## src/rtl/fifo_pkg.sv

```systemverilog
// Shared definitions for the read-side FWFT stage: output-buffer state encoding
// and the default word width.
package fifo_pkg;

    localparam int DATA_WIDTH_DEF = 8;

    typedef enum logic [1:0] {
        S0 = 2'd0,
        S1 = 2'd1,
        S2 = 2'd2
    } buf_state_t;

endpackage

```

## src/rtl/skid_buf2.sv

```systemverilog
// Two-entry head/skid output buffer. Output data always comes from the head flop.
// state | meaning
// S0    | no word held
// S1    | head valid
// S2    | head and skid valid (skid holds the younger word)
module skid_buf2
    import fifo_pkg::*;
#(
    parameter int DATA_WIDTH = DATA_WIDTH_DEF
) (
    input  logic                  clk,
    input  logic                  rst,
    input  logic                  capture,
    input  logic [DATA_WIDTH-1:0] wdata,
    input  logic                  ready,
    output logic                  valid,
    output logic [DATA_WIDTH-1:0] data,
    output logic [1:0]            level
);

    buf_state_t            state;
    buf_state_t            state_next;
    logic [DATA_WIDTH-1:0] head;
    logic [DATA_WIDTH-1:0] skid;
    logic                  pop;

    assign pop  = valid & ready;
    assign data = head;

    always_ff @(posedge clk) begin
        if (rst) begin
            state <= S0;
        end else begin
            state <= state_next;
        end
    end

    always_comb begin
        state_next = state;
        case (state)
            S0: if (capture) state_next = S1;
            S1: begin
                if (capture && !pop) begin
                    state_next = S2;
                end else if (!capture && pop) begin
                    state_next = S0;
                end
            end
            S2: if (pop && !capture) state_next = S1;
            default: state_next = S0;
        endcase
    end

    always_comb begin
        valid = 1'b0;
        level = 2'd0;
        case (state)
            S1: begin
                valid = 1'b1;
                level = 2'd1;
            end
            S2: begin
                valid = 1'b1;
                level = 2'd2;
            end
            default: begin
                valid = 1'b0;
                level = 2'd0;
            end
        endcase
    end

    always_ff @(posedge clk) begin
        if (rst) begin
            head <= '0;
            skid <= '0;
        end else begin
            case (state)
                S0: if (capture) head <= wdata;
                S1: begin
                    if (capture && pop) begin
                        head <= wdata;
                    end else if (capture) begin
                        skid <= wdata;
                    end
                end
                S2: begin
                    if (pop) begin
                        head <= skid;
                        if (capture) skid <= wdata;
                    end
                end
                default: begin
                    head <= head;
                    skid <= skid;
                end
            endcase
        end
    end

`ifndef SYNTHESIS
    // The credit logic upstream must never let a word land in a full buffer.
    always @(posedge clk) begin
        assert (rst || !(state == S2 && capture && !pop))
            else $error("skid_buf2: capture into full buffer without pop");
    end
`endif

endmodule

```

## src/rtl/rd_fwft_stage.sv

```systemverilog
// First-word-fall-through read stage: issues FIFO reads against a two-word credit
// and presents words from a registered head/skid buffer.
module rd_fwft_stage
    import fifo_pkg::*;
#(
    parameter int DATA_WIDTH = DATA_WIDTH_DEF
) (
    input  logic                  rclk,
    input  logic                  rrst,
    input  logic                  empty,
    output logic                  rd,
    input  logic [DATA_WIDTH-1:0] rdata,
    output logic                  m_valid,
    input  logic                  m_ready,
    output logic [DATA_WIDTH-1:0] m_data,
    output logic [1:0]            level
);

    logic       inflight;
    logic       pop;
    logic [2:0] credit;

    assign pop = m_valid & m_ready;

    // Words held plus the one arriving, minus the one leaving this cycle.
    assign credit = {1'b0, level} + {2'b00, inflight} - {2'b00, pop};
    assign rd     = !rrst && !empty && (credit < 3'd2);

    always_ff @(posedge rclk) begin
        if (rrst) begin
            inflight <= 1'b0;
        end else begin
            inflight <= rd;
        end
    end

    skid_buf2 #(
        .DATA_WIDTH(DATA_WIDTH)
    ) u_buf (
        .clk    (rclk),
        .rst    (rrst),
        .capture(inflight),
        .wdata  (rdata),
        .ready  (m_ready),
        .valid  (m_valid),
        .data   (m_data),
        .level  (level)
    );

endmodule

```

## config.mk

```make
export PLATFORM = sky130hd
export DESIGN_NAME = rd_fwft_stage
export DESIGN_NICKNAME = d
export VERILOG_FILES = /design/src/rtl/fifo_pkg.sv /design/src/rtl/skid_buf2.sv /design/src/rtl/rd_fwft_stage.sv
export SDC_FILE = /design/constraint.sdc
export NUM_CORES = 1
export LEC_CHECK = 0
export BUFFER_PORTS_ARGS = -buffer_cell sky130_fd_sc_hd__buf_2
export CAP_MARGIN = 20
export CORE_ASPECT_RATIO = 0.7
export CORE_MARGIN = 3
export CORE_UTILIZATION = 29
export CTS_CLUSTER_DIAMETER = 60
export DETAILED_ROUTE_END_ITERATION = 10
export PLACE_DENSITY = 0.51
export SETUP_SLACK_MARGIN = 0.4
export SLEW_MARGIN = 20
export SYNTH_ARGS = -nofsm -noshare
export SYNTH_HDL_FRONTEND = slang
export SYNTH_SLANG_ARGS = --single-unit
```

## constraint.sdc

```tcl
create_clock -name rclk -period 2.4 [get_ports rclk]
set_clock_uncertainty 0.1 [all_clocks]
set_input_delay 0.36 -clock rclk [delete_from_list [all_inputs] [get_ports rclk]]
set_output_delay 0.36 -clock rclk [all_outputs]
set_load 0.05 [all_outputs]
```

==> impl_metrics.tcl, run 1 <==
set metrics [dict create \
    floorplan.initialDensity_pct 32.2 \
    grt_setup_unrepaired "true" \
    syn_nets 129 \
    cap_violations 0 \
    clock.fmax_mhz 373 \
    finalHoldViolCount 0 \
    synthDistinctLibCells 24 \
    path_common_cell "ha_4" \
    path_clk_slew_ns 0.07 \
    dr.pass1.iters 4 \
    worstMarginPinSlew_ns 0.460 \
    grt_max_degree 29 \
    slew_headroom_pct 69.3 \
    die_w_um 79.0 \
    row_count 17 \
    status "finished with violations" \
    n_antenna_cell 0 \
    final_area_um2 1570 \
    critPathMaxStageDelay_ns 0.35 \
    final_cells 195 \
    drc_errors 0 \
    path_class "flip-flop to output port" \
    drt_iter0_drc 45 \
    min_path_type "input pin to flip-flop" \
    clock_path_buffers 2 \
    fin_crit_sh_pct 112 \
    leakage_uw 0.000635 \
    required_ns 1.94 \
    area_delta_synth_final_pct 45.0 \
    cts_tree "yes" \
    cts_sinks 19 \
    numCtsBuffers 3 \
    final_cell_mix "buf_2, mux2i_1, dfxtp_1" \
    layout_commonest_cell "buf_2" \
    grt_use_total_pct 11.8 \
    syn_area_um2 1080 \
    vias 874 \
    routed_via_density 4.48 \
    peakVddDrop_uv 330 \
    gp_congestion 0.676 \
    yosysSeqAreaShare_pct 35.1 \
    drive_gt1_share_pct 43.9 \
    setup_ws_ns -0.279 \
    synthCells 108 \
    ant_nets 0 \
    cp-end-kind "output port" \
    p_per_area_nw_per_um2 1010 \
    hpwlAfterDp_um 1810 \
    antenna_found_initial 0 \
    grt_pass1_wl_um 4130 \
    slew_violations 0 \
    design.die.area_um2 4510 \
    clkLatencyLatePin_ns 0.25 \
    critical_path.top_delay_family "adder cells" \
    first_global_vias 827 \
    setup_viol_count_final 1 \
    worst_hold_slack_ns 0.234 \
    pre_cts_ws_ns -0.192 \
    nets 170 \
    worstPathArrival_ns 2.22 \
    htree_levels 1 \
    crit_slowest_cell "dfxtp_4" \
    portBuffers 23 \
    cts_root_buffer "clkbuf_8" \
    coreArea_um2 3360 \
    placed_cells 183 \
    postCtsHoldBufs 0 \
    total_power_uw 1590 \
    ys.warnings.count 0 \
    wl_per_cell_um 13.1 \
    crit_buf_inv 2 \
    fillerInstances 332 \
    start_kind "flip-flop" \
    path_cells "inv_2 -> ha_4 -> nand2_4 -> ha_4 -> nand2b_4 -> fa_2 -> xor2_2 -> nor4b_4 -> buf_6" \
    place_area_um2 1380 \
    grt.overflow.total 0 \
    period_minus_slack_ns 2.68 \
    ys_ff_latch 19 \
    totalWireLength_um 2550 \
    dieHeight_um 57.1 \
    critPathMaxFanout 2 \
    avgSynthCellArea_um2 10.0 \
    ioPinCount 24 \
    violations "setup timing" \
    r2r_setup_slack_ns 0.17 \
]
-- sequential cells by signal (all words and copies together), names as in the netlist --
register and cells:
u_buf.data 8, u_buf.skid 8, u_buf.state 2, inflight 1
-- worst register-to-register path: stages (launching register included) --
cell       delay [ns]
dfxtp_2          0.33
buf_4            0.12
buf_6            0.12
ha_4             0.16
buf_4            0.13
buf_12           0.12
buf_6            0.12
a21boi_4         0.14
a2111oi_4        0.32
buf_4            0.18
buf_6            0.12
buf_6            0.10
a211oi_2         0.04
-- Yosys cell counts, drive strengths merged --
| library cell | n | area share [%] |
|---|---|---|
| a211oi | 8 | 6.5 |
| a32oi | 1 | 0.81 |
| nand2b | 17 | 9.8 |
| a2111oi | 1 | 2.5 |
| nand3 | 1 | 0.92 |
| mux2i | 17 | 16 |
| buf | 3 | 2.0 |
| xor2 | 1 | 0.81 |
| fa | 1 | 1.8 |
| dfxtp | 19 | 35 |
| nor2 | 13 | 4.5 |
| inv | 4 | 1.4 |
| ha | 8 | 9.2 |
| nand2 | 1 | 0.35 |
| nor2b | 1 | 0.58 |
| a311oi | 1 | 0.81 |
| a21boi | 2 | 1.4 |
| nand3b | 2 | 1.4 |
| clkbuf | 3 | 1.0 |
| nand4b | 1 | 0.81 |
| nor4b | 2 | 1.6 |
| a211o | 1 | 0.81 |
-- layer usage --
layer	vias to the layer above	GRT usage, %	part of all wire, %
met3	2	4.26	4.9
li1	453	-	-
met5	-	0	0
met2	14	16.4	42
met1	405	17.6	52
met4	0	1.47	0.47
-- power breakdown --
part | switching (uW) | internal, uW
clock | 103 | 118
combinational | 576 | 361
sequential | 38.2 | 397
-- worst paths after layout --
path | startpoint | end | cells past startpoint
max | u_buf.state[0] | rd | 9
min | empty | inflight | 2
max reg2reg | u_buf.state[1] | u_buf.data[5] | 12
min reg2reg | u_buf.skid[6] | u_buf.skid[6] | 2
-- repair_timing --
item / CTS / global route
setup endpoints to repair: 12 / 9
pin swaps: 5 / 8
buffers inserted: 1 / 6
gates resized for setup: 8 / 15
endpoints found under the hold margin: 0 / 0
gates cloned: 1 / 0
-- per-stage QoR --
| stage | TNS [ns] | utilization, % |
|---|---|---|
| finish | -0.279 | 46.7 |
| global route | -0.391 | 46.7 |
| CTS | -0.303 | 43.4 |
| detailed placement | -0.192 | 41.0 |
| global placement | -0.168 | 41.0 |
| floorplan | -0.488 | - |
-- area by class of cell --
| class | count | area [um^2] | share of cell area [%] |
|---|---|---|---|
| Tap cell | 47 | 58.8 | 3.75 |
| Timing Repair Buffer | 42 | 299 | 19.1 |
| Clock buffer | 4 | 45.0 | 2.87 |
| Sequential cell | 19 | 385 | 24.6 |
| Multi-Input combinational cell | 79 | 766 | 48.8 |
| Inverter | 4 | 15.0 | 0.957 |
-- cell families (layout without fill, tap and decap cells) --
logic type / count (synthesis) / in the layout / share of synthesized area, %
buffers and inverters: 10 / 50 / 4.39
AND/OR/NAND/NOR: 38 / 38 / 20.0
AO/OA/AOI/OAI: 14 / 14 / 12.8
flip-flops: 19 / 19 / 35.1
XOR/XNOR: 1 / 1 / 0.809
adder cells (fa/ha/maj): 9 / 9 / 11.1
multiplexers: 17 / 17 / 15.7
(Power assumes the default switching activity.)
==> run 2: changes to the inputs <==
--- a/config.mk
+++ b/config.mk
@@ -9,10 +9,11 @@
 export CAP_MARGIN = 20
 export CORE_ASPECT_RATIO = 0.7
 export CORE_MARGIN = 3
-export CORE_UTILIZATION = 29
+export CORE_UTILIZATION = 47
 export CTS_CLUSTER_DIAMETER = 60
 export DETAILED_ROUTE_END_ITERATION = 10
-export PLACE_DENSITY = 0.51
+export GPL_ROUTABILITY_DRIVEN = 0
+export PLACE_DENSITY = 0.74
 export SETUP_SLACK_MARGIN = 0.4
 export SLEW_MARGIN = 20
 export SYNTH_ARGS = -nofsm -noshare
==> run 2 against run 1 <==
The flow still finishes with violations (setup timing). First-iteration DRC count decreased by 13%. Design area shrank 3.5%. Critical path depth did not move. Utilization up 28 points. Clock power decreased by 23%. Die area fell by 35%. Sequential power about the same. Combinational power about the same. Final cell count down 7.7%. Routed wire length increased by 7.4%. Via count increased by 2.7%. Fmax down 4.4%. Largest cell class unchanged.
==> impl_metrics.tcl, run 2 (same netlist as run 1, synthesis figures left out) <==
set metrics [dict create \
    status "finished with violations" \
    violations "setup timing" \
    fillerInstances 154 \
    setup_viol_count_final 1 \
    grt_use_total_pct 19.1 \
    drt_iter0_drc 39 \
    antenna_found_initial 0 \
    n_antenna_cell 0 \
    row_count 13 \
    required_ns 1.94 \
    fin_crit_sh_pct 117 \
    die_w_um 63.4 \
    routed_via_density 4.99 \
    start_kind "flip-flop" \
    layout_commonest_cell "buf_2" \
    min_to "inflight" \
    numCtsBuffers 3 \
    totalWireLength_um 2740 \
    dr.pass1.iters 4 \
    setup_ws_ns -0.402 \
    path_class "flip-flop to output port" \
    cts_root_buffer "clkbuf_4" \
    worstPathArrival_ns 2.34 \
    finalHoldViolCount 0 \
    drc_errors 0 \
    path_clk_slew_ns 0.13 \
    critPathMaxFanout 2 \
    postCtsHoldBufs 0 \
    ant_nets 0 \
    grt_pass1_wl_um 4150 \
    rr_endpoint "u_buf.state[0]" \
    r2r_setup_slack_ns 0.25 \
    period_minus_slack_ns 2.80 \
    p_per_area_nw_per_um2 1020 \
    leakage_uw 0.000634 \
    worstMarginPinSlew_ns 0.482 \
    total_power_uw 1550 \
    peakVddDrop_uv 476 \
    hpwlAfterDp_um 2020 \
    slew_headroom_pct 67.8 \
    vias 898 \
    clkLatencyLatePin_ns 0.31 \
    cap_violations 0 \
    wl_per_cell_um 15.2 \
    hp-start "empty" \
    clock_path_buffers 2 \
    grt_setup_unrepaired "true" \
    slew_violations 0 \
    cts_tree "yes" \
    r2r_cells 10 \
    coreArea_um2 2020 \
    min_path_type "input pin to flip-flop" \
    area_delta_synth_final_pct 39.9 \
    worstReg2RegStart "u_buf.state[1]" \
    placed_cells 167 \
    dieHeight_um 46.2 \
    htree_levels 1 \
    drive_gt1_share_pct 45.3 \
    final_cells 180 \
    portBuffers 23 \
    min_path_cells 2 \
    clock.fmax_mhz 357 \
    design.die.area_um2 2920 \
    final_cell_mix "buf_2, buf_4, mux2i_1, dfxtp_1, nand2b_1" \
    first_global_vias 851 \
    cts_sinks 19 \
    nets 172 \
    cp-end-kind "output port" \
    ioPinCount 24 \
    grt_max_degree 28 \
    floorplan.initialDensity_pct 53.7 \
    grt.overflow.total 0 \
]
[run 2: worst max path at each step]
| stage | startpoint | endpoint | slack, ns | depth (start not counted) |
|---|---|---|---|---|
| 4_1_cts | u_buf.state[0] | rd | -0.41 | 9 |
| 5_1_grt | u_buf.state[1] | rd | -0.47 | 9 |
| 6_report | u_buf.state[1] | rd | -0.40 | 9 |
| 3_3_place_gp | u_buf.state[0] | rd | -0.17 | 9 |
| 3_5_place_dp | u_buf.state[0] | rd | -0.23 | 9 |
| 2_1_floorplan | u_buf.state[1] | rd | -0.49 | 8 |
[run 2: what timing repair did]
| action | in CTS | in global routing |
|---|---|---|
| pin swaps | 4 | 5 |
| setup endpoints to repair | 12 | 12 |
| gates resized for setup | 7 | 9 |
| buffers inserted | 1 | 7 |
| gates cloned | 1 | 0 |
[run 2: power breakdown]
part | total (uW) | switching (uW) | internal (uW)
combinational | 939 | 585 | 354
sequential | 437 | 40.5 | 396
clock | 170 | 108 | 62.2
[run 2: per-layer routing]
layer / GRT usage [%] / wire length [um] / vias to the layer above / part of all wire (%)
met3: 5.37 / 117 / 4 / 4.3
met4: 3.00 / 21 / 0 / 0.77
met5: 0 / 0 / - / 0
met2: 31.5 / 1270 / 20 / 46
met1: 25.7 / 1330 / 418 / 49
li1: - / - / 456 / -
[run 2: area by class of cell]
cell class	instances	area [um^2]	share of cell area (%)
timing repair buffer	44	299	19.8
sequential	19	385	25.5
multi-input combinational	79	749	49.5
clock inverter	1	5.00	0.331
inverter	4	15.0	0.992
tap	30	37.5	2.48
clock buffer	3	22.5	1.49
[run 2: worst max-delay path: stages, from the launching register on]
cell,delay (ns)
dfxtp_2,0.36
inv_2,0.05
ha_4,0.27
nand2_4,0.06
ha_4,0.20
nand2b_4,0.13
fa_2,0.36
xor2_2,0.18
nor4b_4,0.23
buf_6,0.19
[run 2: through the flow]
stage / cell area (um^2) / util (%) / TNS, ns / setup WS (ns) / hold slack, ns
floorplan: 1150 / - / -0.488 / -0.488 / 0.337
global placement: 1360 / 67.6 / -0.168 / -0.168 / 0.357
detailed placement: 1360 / 67.6 / -0.232 / -0.232 / 0.367
CTS: 1430 / 70.8 / -0.413 / -0.413 / 0.152
global route: 1510 / 75.1 / -0.474 / -0.474 / 0.157
finish: 1510 / 75.1 / -0.402 / -0.402 / 0.158
